--- src/rtl/lsu_pkg.sv ---
// rtl/lsu_pkg.sv - shared constants, state encoding and decode helpers for the load/store unit
//
// Contents:
//   DEFAULT_MEM_DEPTH  default number of 32-bit words in the data memory
//   F3_*               RV32I load/store funct3 codes
//   ST_* / lsu_state_t FSM state encoding
//   f3_illegal()       funct3 legality for loads and stores
//   misaligned()       natural-alignment check for half and word accesses

package lsu_pkg;

  localparam int DEFAULT_MEM_DEPTH = 64;

  localparam logic [2:0] F3_B  = 3'b000;
  localparam logic [2:0] F3_H  = 3'b001;
  localparam logic [2:0] F3_W  = 3'b010;
  localparam logic [2:0] F3_BU = 3'b100;
  localparam logic [2:0] F3_HU = 3'b101;

  localparam logic [2:0] ST_IDLE    = 3'd0;
  localparam logic [2:0] ST_LD_REQ  = 3'd1;
  localparam logic [2:0] ST_LD_DATA = 3'd2;
  localparam logic [2:0] ST_RMW_RD  = 3'd3;
  localparam logic [2:0] ST_RMW_WR  = 3'd4;
  localparam logic [2:0] ST_ST_WR   = 3'd5;
  localparam logic [2:0] ST_ERR     = 3'd6;

  typedef enum logic [2:0] {
    S_IDLE    = ST_IDLE,
    S_LD_REQ  = ST_LD_REQ,
    S_LD_DATA = ST_LD_DATA,
    S_RMW_RD  = ST_RMW_RD,
    S_RMW_WR  = ST_RMW_WR,
    S_ST_WR   = ST_ST_WR,
    S_ERR     = ST_ERR
  } lsu_state_t;

  // Stores only have byte/half/word; loads add the two unsigned variants.
  function automatic logic f3_illegal(input logic we, input logic [2:0] f3);
    logic legal;
    if (we) begin
      legal = (f3 == F3_B) || (f3 == F3_H) || (f3 == F3_W);
    end else begin
      legal = (f3 == F3_B) || (f3 == F3_H) || (f3 == F3_W) ||
              (f3 == F3_BU) || (f3 == F3_HU);
    end
    return !legal;
  endfunction

  // funct3[1:0] carries the access size for every legal code.
  function automatic logic misaligned(input logic [2:0] f3, input logic [1:0] off);
    logic bad;
    case (f3[1:0])
      2'b01:   bad = off[0];
      2'b10:   bad = (off != 2'b00);
      default: bad = 1'b0;
    endcase
    return bad;
  endfunction

endpackage

--- src/rtl/lsu_lane_align.sv ---
// rtl/lsu_lane_align.sv - byte/half lane extraction and store-merge for a word-wide memory
//
// Ports:
//   word        in  32  word read back from memory
//   funct3      in  3   access type (size in [1:0], unsigned flag in [2])
//   byte_off    in  2   byte offset within the word
//   store_data  in  32  store data from the core (low byte/half for sub-word)
//   load_data   out 32  selected lane, sign- or zero-extended
//   store_word  out 32  word with the addressed lane replaced by store data

module lsu_lane_align
  import lsu_pkg::*;
(
  input  logic [31:0] word,
  input  logic [2:0]  funct3,
  input  logic [1:0]  byte_off,
  input  logic [31:0] store_data,
  output logic [31:0] load_data,
  output logic [31:0] store_word
);

  logic [7:0]  byte_sel;
  logic [15:0] half_sel;

  always_comb begin
    byte_sel = word[{byte_off, 3'b000} +: 8];
    half_sel = byte_off[1] ? word[31:16] : word[15:0];

    load_data = word;
    case (funct3)
      F3_B:    load_data = {{24{byte_sel[7]}}, byte_sel};
      F3_BU:   load_data = {24'b0, byte_sel};
      F3_H:    load_data = {{16{half_sel[15]}}, half_sel};
      F3_HU:   load_data = {16'b0, half_sel};
      default: load_data = word;
    endcase

    // Lanes not addressed keep the value just read back.
    store_word = word;
    case (funct3[1:0])
      2'b00: store_word[{byte_off, 3'b000} +: 8] = store_data[7:0];
      2'b01: begin
        if (byte_off[1]) begin
          store_word[31:16] = store_data[15:0];
        end else begin
          store_word[15:0] = store_data[15:0];
        end
      end
      default: store_word = store_data;
    endcase
  end

endmodule

--- src/rtl/load_store_unit.sv ---
// rtl/load_store_unit.sv - RV32I load/store sequencer for a word-addressed single-port data memory
//
// Ports:
//   clk, rst      rising-edge clock, synchronous active-high reset
//   req_*         request from execute: valid/ready handshake, we, funct3, byte addr, store data
//   resp_*        one-cycle response pulse with extended load data and fault flag
//   mem_read      memory read strobe (data returns the following cycle on mem_rdata)
//   mem_write     memory write strobe
//   mem_addr      word index of the latched request, 0 while idle
//   mem_wdata     write data (full store word or merged sub-word)
//   mem_rdata     registered read data from memory

module load_store_unit
  import lsu_pkg::*;
#(
  parameter int MEM_DEPTH = DEFAULT_MEM_DEPTH,
  parameter int ADDR_W    = 32
) (
  input  logic              clk,
  input  logic              rst,
  input  logic              req_valid,
  output logic              req_ready,
  input  logic              req_we,
  input  logic [2:0]        req_funct3,
  input  logic [ADDR_W-1:0] req_addr,
  input  logic [31:0]       req_wdata,
  output logic              resp_valid,
  output logic [31:0]       resp_rdata,
  output logic              resp_err,
  output logic              mem_read,
  output logic              mem_write,
  output logic [ADDR_W-1:0] mem_addr,
  output logic [31:0]       mem_wdata,
  input  logic [31:0]       mem_rdata
);

  localparam logic [ADDR_W-3:0] DEPTH_IDX = (ADDR_W-2)'(MEM_DEPTH);

  lsu_state_t state_q, state_d;

  logic [ADDR_W-1:0] addr_q;
  logic [2:0]        funct3_q;
  logic [31:0]       wdata_q;

  logic        accept;
  logic        req_fault;
  logic        mem_read_c, mem_write_c;
  logic [31:0] mem_wdata_c;
  logic        resp_set;
  logic        resp_err_d;
  logic [31:0] resp_rdata_d;
  logic [31:0] load_data;
  logic [31:0] store_word;

  assign req_ready = (state_q == S_IDLE) & ~rst;
  assign accept    = req_valid & req_ready;

  assign req_fault = f3_illegal(req_we, req_funct3) |
                     misaligned(req_funct3, req_addr[1:0]) |
                     (req_addr[ADDR_W-1:2] >= DEPTH_IDX);

  lsu_lane_align u_lane_align (
    .word       (mem_rdata),
    .funct3     (funct3_q),
    .byte_off   (addr_q[1:0]),
    .store_data (wdata_q),
    .load_data  (load_data),
    .store_word (store_word)
  );

  always_ff @(posedge clk) begin
    if (rst) begin
      state_q <= S_IDLE;
    end else begin
      state_q <= state_d;
    end
  end

  always_comb begin
    state_d      = state_q;
    mem_read_c   = 1'b0;
    mem_write_c  = 1'b0;
    mem_wdata_c  = 32'b0;
    resp_set     = 1'b0;
    resp_err_d   = 1'b0;
    resp_rdata_d = 32'b0;

    case (state_q)
      S_IDLE: begin
        if (accept) begin
          if (req_fault) begin
            state_d = S_ERR;
          end else if (!req_we) begin
            state_d = S_LD_REQ;
          end else if (req_funct3 == F3_W) begin
            state_d = S_ST_WR;
          end else begin
            state_d = S_RMW_RD;
          end
        end
      end
      S_LD_REQ: begin
        mem_read_c = 1'b1;
        state_d    = S_LD_DATA;
      end
      S_LD_DATA: begin
        resp_set     = 1'b1;
        resp_rdata_d = load_data;
        state_d      = S_IDLE;
      end
      S_RMW_RD: begin
        mem_read_c = 1'b1;
        state_d    = S_RMW_WR;
      end
      S_RMW_WR: begin
        // mem_rdata here is the word fetched in RMW_RD.
        mem_write_c = 1'b1;
        mem_wdata_c = store_word;
        resp_set    = 1'b1;
        state_d     = S_IDLE;
      end
      S_ST_WR: begin
        mem_write_c = 1'b1;
        mem_wdata_c = wdata_q;
        resp_set    = 1'b1;
        state_d     = S_IDLE;
      end
      S_ERR: begin
        resp_set   = 1'b1;
        resp_err_d = 1'b1;
        state_d    = S_IDLE;
      end
      default: begin
        state_d = S_IDLE;
      end
    endcase
  end

  // Strobes are gated by rst so an interrupted RMW never lands a partial write.
  assign mem_read  = mem_read_c & ~rst;
  assign mem_write = mem_write_c & ~rst;
  assign mem_wdata = rst ? 32'b0 : mem_wdata_c;
  assign mem_addr  = (state_q != S_IDLE) ? {2'b00, addr_q[ADDR_W-1:2]} : '0;

  // Response is registered, so it appears in the cycle the FSM is back in IDLE.
  always_ff @(posedge clk) begin
    if (rst) begin
      addr_q     <= '0;
      funct3_q   <= 3'b0;
      wdata_q    <= 32'b0;
      resp_valid <= 1'b0;
      resp_rdata <= 32'b0;
      resp_err   <= 1'b0;
    end else begin
      if (accept) begin
        addr_q   <= req_addr;
        funct3_q <= req_funct3;
        wdata_q  <= req_wdata;
      end
      resp_valid <= resp_set;
      resp_rdata <= resp_rdata_d;
      resp_err   <= resp_err_d;
    end
  end

endmodule

--- config.mk ---
export PLATFORM = sky130hd
export DESIGN_NAME = load_store_unit
export DESIGN_NICKNAME = d
export VERILOG_FILES = /design/src/rtl/lsu_pkg.sv /design/src/rtl/lsu_lane_align.sv /design/src/rtl/load_store_unit.sv
export SDC_FILE = /design/constraint.sdc
export NUM_CORES = 1
export LEC_CHECK = 0
export CAP_MARGIN = 20
export CORE_MARGIN = 1
export CORE_UTILIZATION = 45
export CTS_CLUSTER_SIZE = 25
export DETAILED_ROUTE_END_ITERATION = 12
export PLACE_DENSITY = 0.82
export SYNTH_ARGS = -nofsm -noshare
export SYNTH_HDL_FRONTEND = slang
export SYNTH_HIERARCHICAL = 1
export SYNTH_SLANG_ARGS = --single-unit
--- constraint.sdc ---
create_clock -name clk -period 3.98 [get_ports clk]
set_input_delay 1.194 -clock clk [delete_from_list [all_inputs] [get_ports clk]]
set_output_delay 1.194 -clock clk [all_outputs]
set_load 0.02 [all_outputs]
* Word-level counts from Yosys, hierarchy flattened
Index checks and enable logic that the tools add are counted.
** Word-level totals
- Bits in registers :: 104
- Output and inout bits :: 101
- Input port bits :: 103
- Word-level logic and storage cells :: 72
** Cells by class
- Bitwise operators :: 8
- Muxes and demuxes :: 20
- Order comparisons :: 1
- Shift-type cells :: 3
- Reductions and logical operators :: 15
- $add $sub $neg :: 1
- Equal/unequal tests :: 17
** Operators with widths (number)
- $pmux 32 s2 :: 2
- $pmux 32 s4 :: 1
- $mux 16 :: 3
- $bwmux 32 :: 1
- $mux 32 :: 1
- $shift 8x7->32 const A :: 1
- $shiftx 32x6->8 :: 1
- $shiftx 8x7->32 :: 1
- $ge 30x7->1 const B :: 1
- $mux 30 :: 1
- $eq 3x3->1 const B :: 7
- $mux 3 :: 4
- $eq 3x1->1 const B :: 3
- $eq 3x2->1 const B :: 3
- $logic_not 3->1 :: 3
- $pmux 3 s3 :: 1
- $neg 5->7 :: 1
- $reduce_or 2->1 :: 3
- $mux 1 :: 5
- $and 1x1->1 :: 4
- $eq 2x1->1 const B :: 2
- $logic_or 1x1->1 :: 4
- $reduce_or 4->1 :: 1
- $reduce_bool 3->1 :: 1
- other kinds (8) :: 10

* Longest topological paths before layout
- Word-level depth :: 12
- Depth in mapped cells :: 10
- Depth with buffers taken out :: 8

* Cells and area by module
Netlist, hierarchy kept.
** By module, submodules not included
- load_store_unit :: area an instance 4448.0 µm², times used 1, cells an instance 523, sequential area each 2082.0 µm²
- lsu_lane_align :: area an instance 1591.5 µm², times used 1, cells an instance 225, sequential area each 0.0 µm²

* Worst setup path before layout
Ideal clock, no wire load.
- Path kind :: in2out
- Start point :: input port rst
- End point :: output port mem_wdata[10]
- Required time :: 2786 ps
- Data arrival time :: 2209 ps
- Path buffers :: 2
- Stages :: 4
- Path slack :: 577 ps
- Cell sequence :: or3b_2 buf_2 buf_6 nor2_1
** On the way
- Word-level cells in the longest chain between the ends :: 1
** Ends and longest elaborated chain
- start: declaration :: RTL line load_store_unit.sv:20 : input logic rst,
- $mux 32 :: RTL line load_store_unit.sv:142 : assign mem_wdata = rst ? 32'b0 : mem_wdata_c;
- end: declaration :: RTL line load_store_unit.sv:33 : output logic [31:0] mem_wdata,
Every way passes these cells.

* Worst setup path after layout
- Start point :: input port mem_rdata[26]
- End point :: output port mem_wdata[26]
** On the way
- Word-level cells in the longest chain between the ends :: 4
- Elaborated cells between the ends (all ways) :: 5
- Classes of those cells :: mux: 5
** Ends and longest elaborated chain
- start: declaration :: RTL line load_store_unit.sv:34 : input logic [31:0] mem_rdata
- $mux 16 / $bwmux 32 (equally long branches) :: RTL line lsu_lane_align.sv:43, lsu_lane_align.sv:41
- $pmux 32 s2 * :: RTL line lsu_lane_align.sv:40 : case (funct3[1:0])
- named net store_word[26] :: RTL line load_store_unit.sv:53 : logic [31:0] store_word;
- $pmux 32 s2 * :: RTL line load_store_unit.sv:88 : case (state_q)
- $mux 32 * :: RTL line load_store_unit.sv:142
The timed path passes the listed nets; every way through them passes the cells marked *.

==> qor.yml <==
sta:
  hold_violations: 0
  max-slew-margin-rel_pct: 48.7
  rsz0062_at_grt: "false"
  worst_pin_slew_ps: 768
  fin_crit_ps: 3930
  final-setup-viol-count: 0
  tns_ps: 0
  fmax_mhz: 255
  maxSlewViolCount: 0
  min_period_over_period_pct: 98.6
  worst_clock_skew_ps: 10.0
yosys:
  ys_ff_latch: 104
  netlist_area_sq_um: 6040
  synthCells: 748
  synthFlopType: "dfxtp_1"
  yosysTopAreaCell: "dfxtp_1"
  synth-edff-count: 0
  yosysMostFrequentCell: "nand2_1"
  synth_area_leaders: "dfxtp_1, nand2_1, nand3b_1"
  synth_cell_type_count: 57
  synth_common_cells: "nand2_1, dfxtp_1, nand3b_1"
  yosysWarnings: 6
  async_flop_share_pct: 0
  yosysSeqAreaShare_pct: 34.5
  yosys.area.top_type_share_pct: 34.5
  syn_area_per_cell_sq_um: 8.07
layout:
  drive_above_1_share_pct: 9.77
  area_growth_pct: 43.1
  final_nets: 1058
  n_antenna_cell: 0
  fillerInstances: 1099
critical_path:
  worst_setup_path_end_kind: "primary output"
  crit_arrival_ps: 2730
  path_class: "in2out"
  critPathSlowestCell: "clkdlybuf4s50_1"
  start_kind: "primary input"
  critPathMaxFanout: 3
  worstPathCellList: "clkdlybuf4s50_1, nor2b_1, a21oi_1, o221ai_1, a22oi_2, nor2_1, dlygate4sd2_1"
  slowest_delay_ps: 530
  ff2ff_setup_slack_ps: 1960
  cp.required_ps: 2790
clocking:
  holdBufCountCts: 0
  path_clk_slew_ps: 60
  worstSkewPairLatency_ps: 360
  cts_tree: "built"
  clockRootBuffer: "clkbuf_16"
  cts.sinks: 104
  cts_inserted_buffers: 9
  cts-htree-levels: 3
  cts_buffer_depth: 2
drt:
  wl_per_cell_um: 17.6
  num_vias: 6310
  postRouteAntennaNets: 0
  vias_per_cell: 5.61
  drt-total-wl_um: 19800
  drt_iter0_markers: 617
  dr.pass1.iters: 6
  route.detailed.drc: 0
die:
  die_w_um: 118
  die_area_sq_um: 13900
  ioPinCount: 204
  start_util_pct: 46.9
  row_count: 41
  core_area_sq_um: 12900
  fp.dieH_um: 118
pwr:
  cellPowerDensity_nw_per_um2: 328
  leakage_nw: 3.69
  finalPower_mw: 2.83
  vdd_drop_max_v: 0.000210
worst_hold_path:
  worst_hold_path_type: "reg2reg"
placed_design:
  place_congestion: 0.943
  hpwl_um: 14400
  port_buffers: 201
run:
  max-cap-violations: 0
grt:
  grt_pass1_wl_um: 31100
  grt_max_degree: 40
  grt_overflow: 0
  track_usage_pct: 28.3
  first_global_vias: 5926
  antenna_found_initial: 0
run_status:
  outcome: "completed"
-- where the power goes --
group | leakage, nW | internal (mW) | switching, mW
combinational | 2.68 | 0.339 | 0.343
sequential | 0.851 | 1.10 | 0.0600
clock | 0.163 | 0.588 | 0.401
-- logic make-up (layout without fill, tap and decap cells) --
| group | after synthesis | in the layout | synth area share (%) |
|---|---|---|---|
| AO/OA/AOI/OAI | 123 | 123 | 16.8 |
| adder cells (fa/ha/maj) | 8 | 8 | 1.66 |
| buffers and inverters | 71 | 274 | 6.71 |
| flip-flops | 104 | 104 | 34.5 |
| multiplexers | 19 | 19 | 3.54 |
| other | 1 | 2 | 0.0621 |
| AND/OR/NAND/NOR | 422 | 422 | 36.7 |
-- per-stage QoR --
stage	std cells	setup slack, ps	utilization [%]	cell area (sq um)	hold slack [ps]
floorplan	749	577	-	6040	445
global placement	1107	-186	64.3	8280	455
detailed placement	1107	-254	64.3	8280	456
CTS	1123	0.421	66.8	8600	470
global route	1124	4.19	67.1	8640	483
finish	1124	53.9	67.1	8640	469
-- final timing paths --
path / startpoint / depth (start not counted) / to
hold reg to reg: addr_q[19] / 2 / addr_q[19]
setup reg to reg: addr_q[0] / 6 / resp_rdata[1]
setup / recovery: mem_rdata[26] / 7 / mem_wdata[26]
hold / removal: addr_q[19] / 2 / addr_q[19]
-- flip-flops by register name, indices dropped and copies added, names as in the netlist --
name and count:
funct3_q 3, state_q 3, resp_valid 1, resp_err 1, resp_rdata 32, wdata_q 32
addr_q 32
-- layout by cell type, fill, tap and decap left out, types with 9 or more instances in the layout --
master           count
mux2i_1             15
dlygate4sd2_1       16
buf_4               45
a22o_1              13
nor2_1              45
a22oi_1             31
a21oi_1             13
and2_1              33
clkdlybuf4s50_1    173
nor2b_1             52
a221o_1             26
clkbuf_16            9
nand3b_1            67
dfxtp_1            104
nand2_1            182
-- worst max-delay path, delay by kind of cell --
family          cells  cell delay, ps
simple gates        2             280
compound gates      3             390
buf+inv             2             860
-- layout make-up --
type / instances / area, sq um / area share [%]
clock inverters: 4 / 73.8 / 0.854
clock buffers: 12 / 256 / 2.97
well taps: 172 / 215 / 2.49
multi-input cells: 574 / 3590 / 41.6
inverters: 10 / 42.5 / 0.492
flip-flops and latches: 104 / 2080 / 24.1
repair buffers: 248 / 2380 / 27.5
-- routing by layer --
layer / up-vias / share of wire [%] / track usage, %
li1: 2994 / - / -
met1: 2899 / 42 / 36.0
met2: 369 / 45 / 44.2
met3: 48 / 9.9 / 7.99
met4: 0 / 3.7 / 13.1
met5: - / 0 / 0
-- repair_timing --
item	CTS	global route
gates resized for setup	21	15
setup buffers	0	1
endpoints found under the setup margin	25	17
pin swaps	1	1
cloned	0	0
Power figures use the tool's default switching activity.
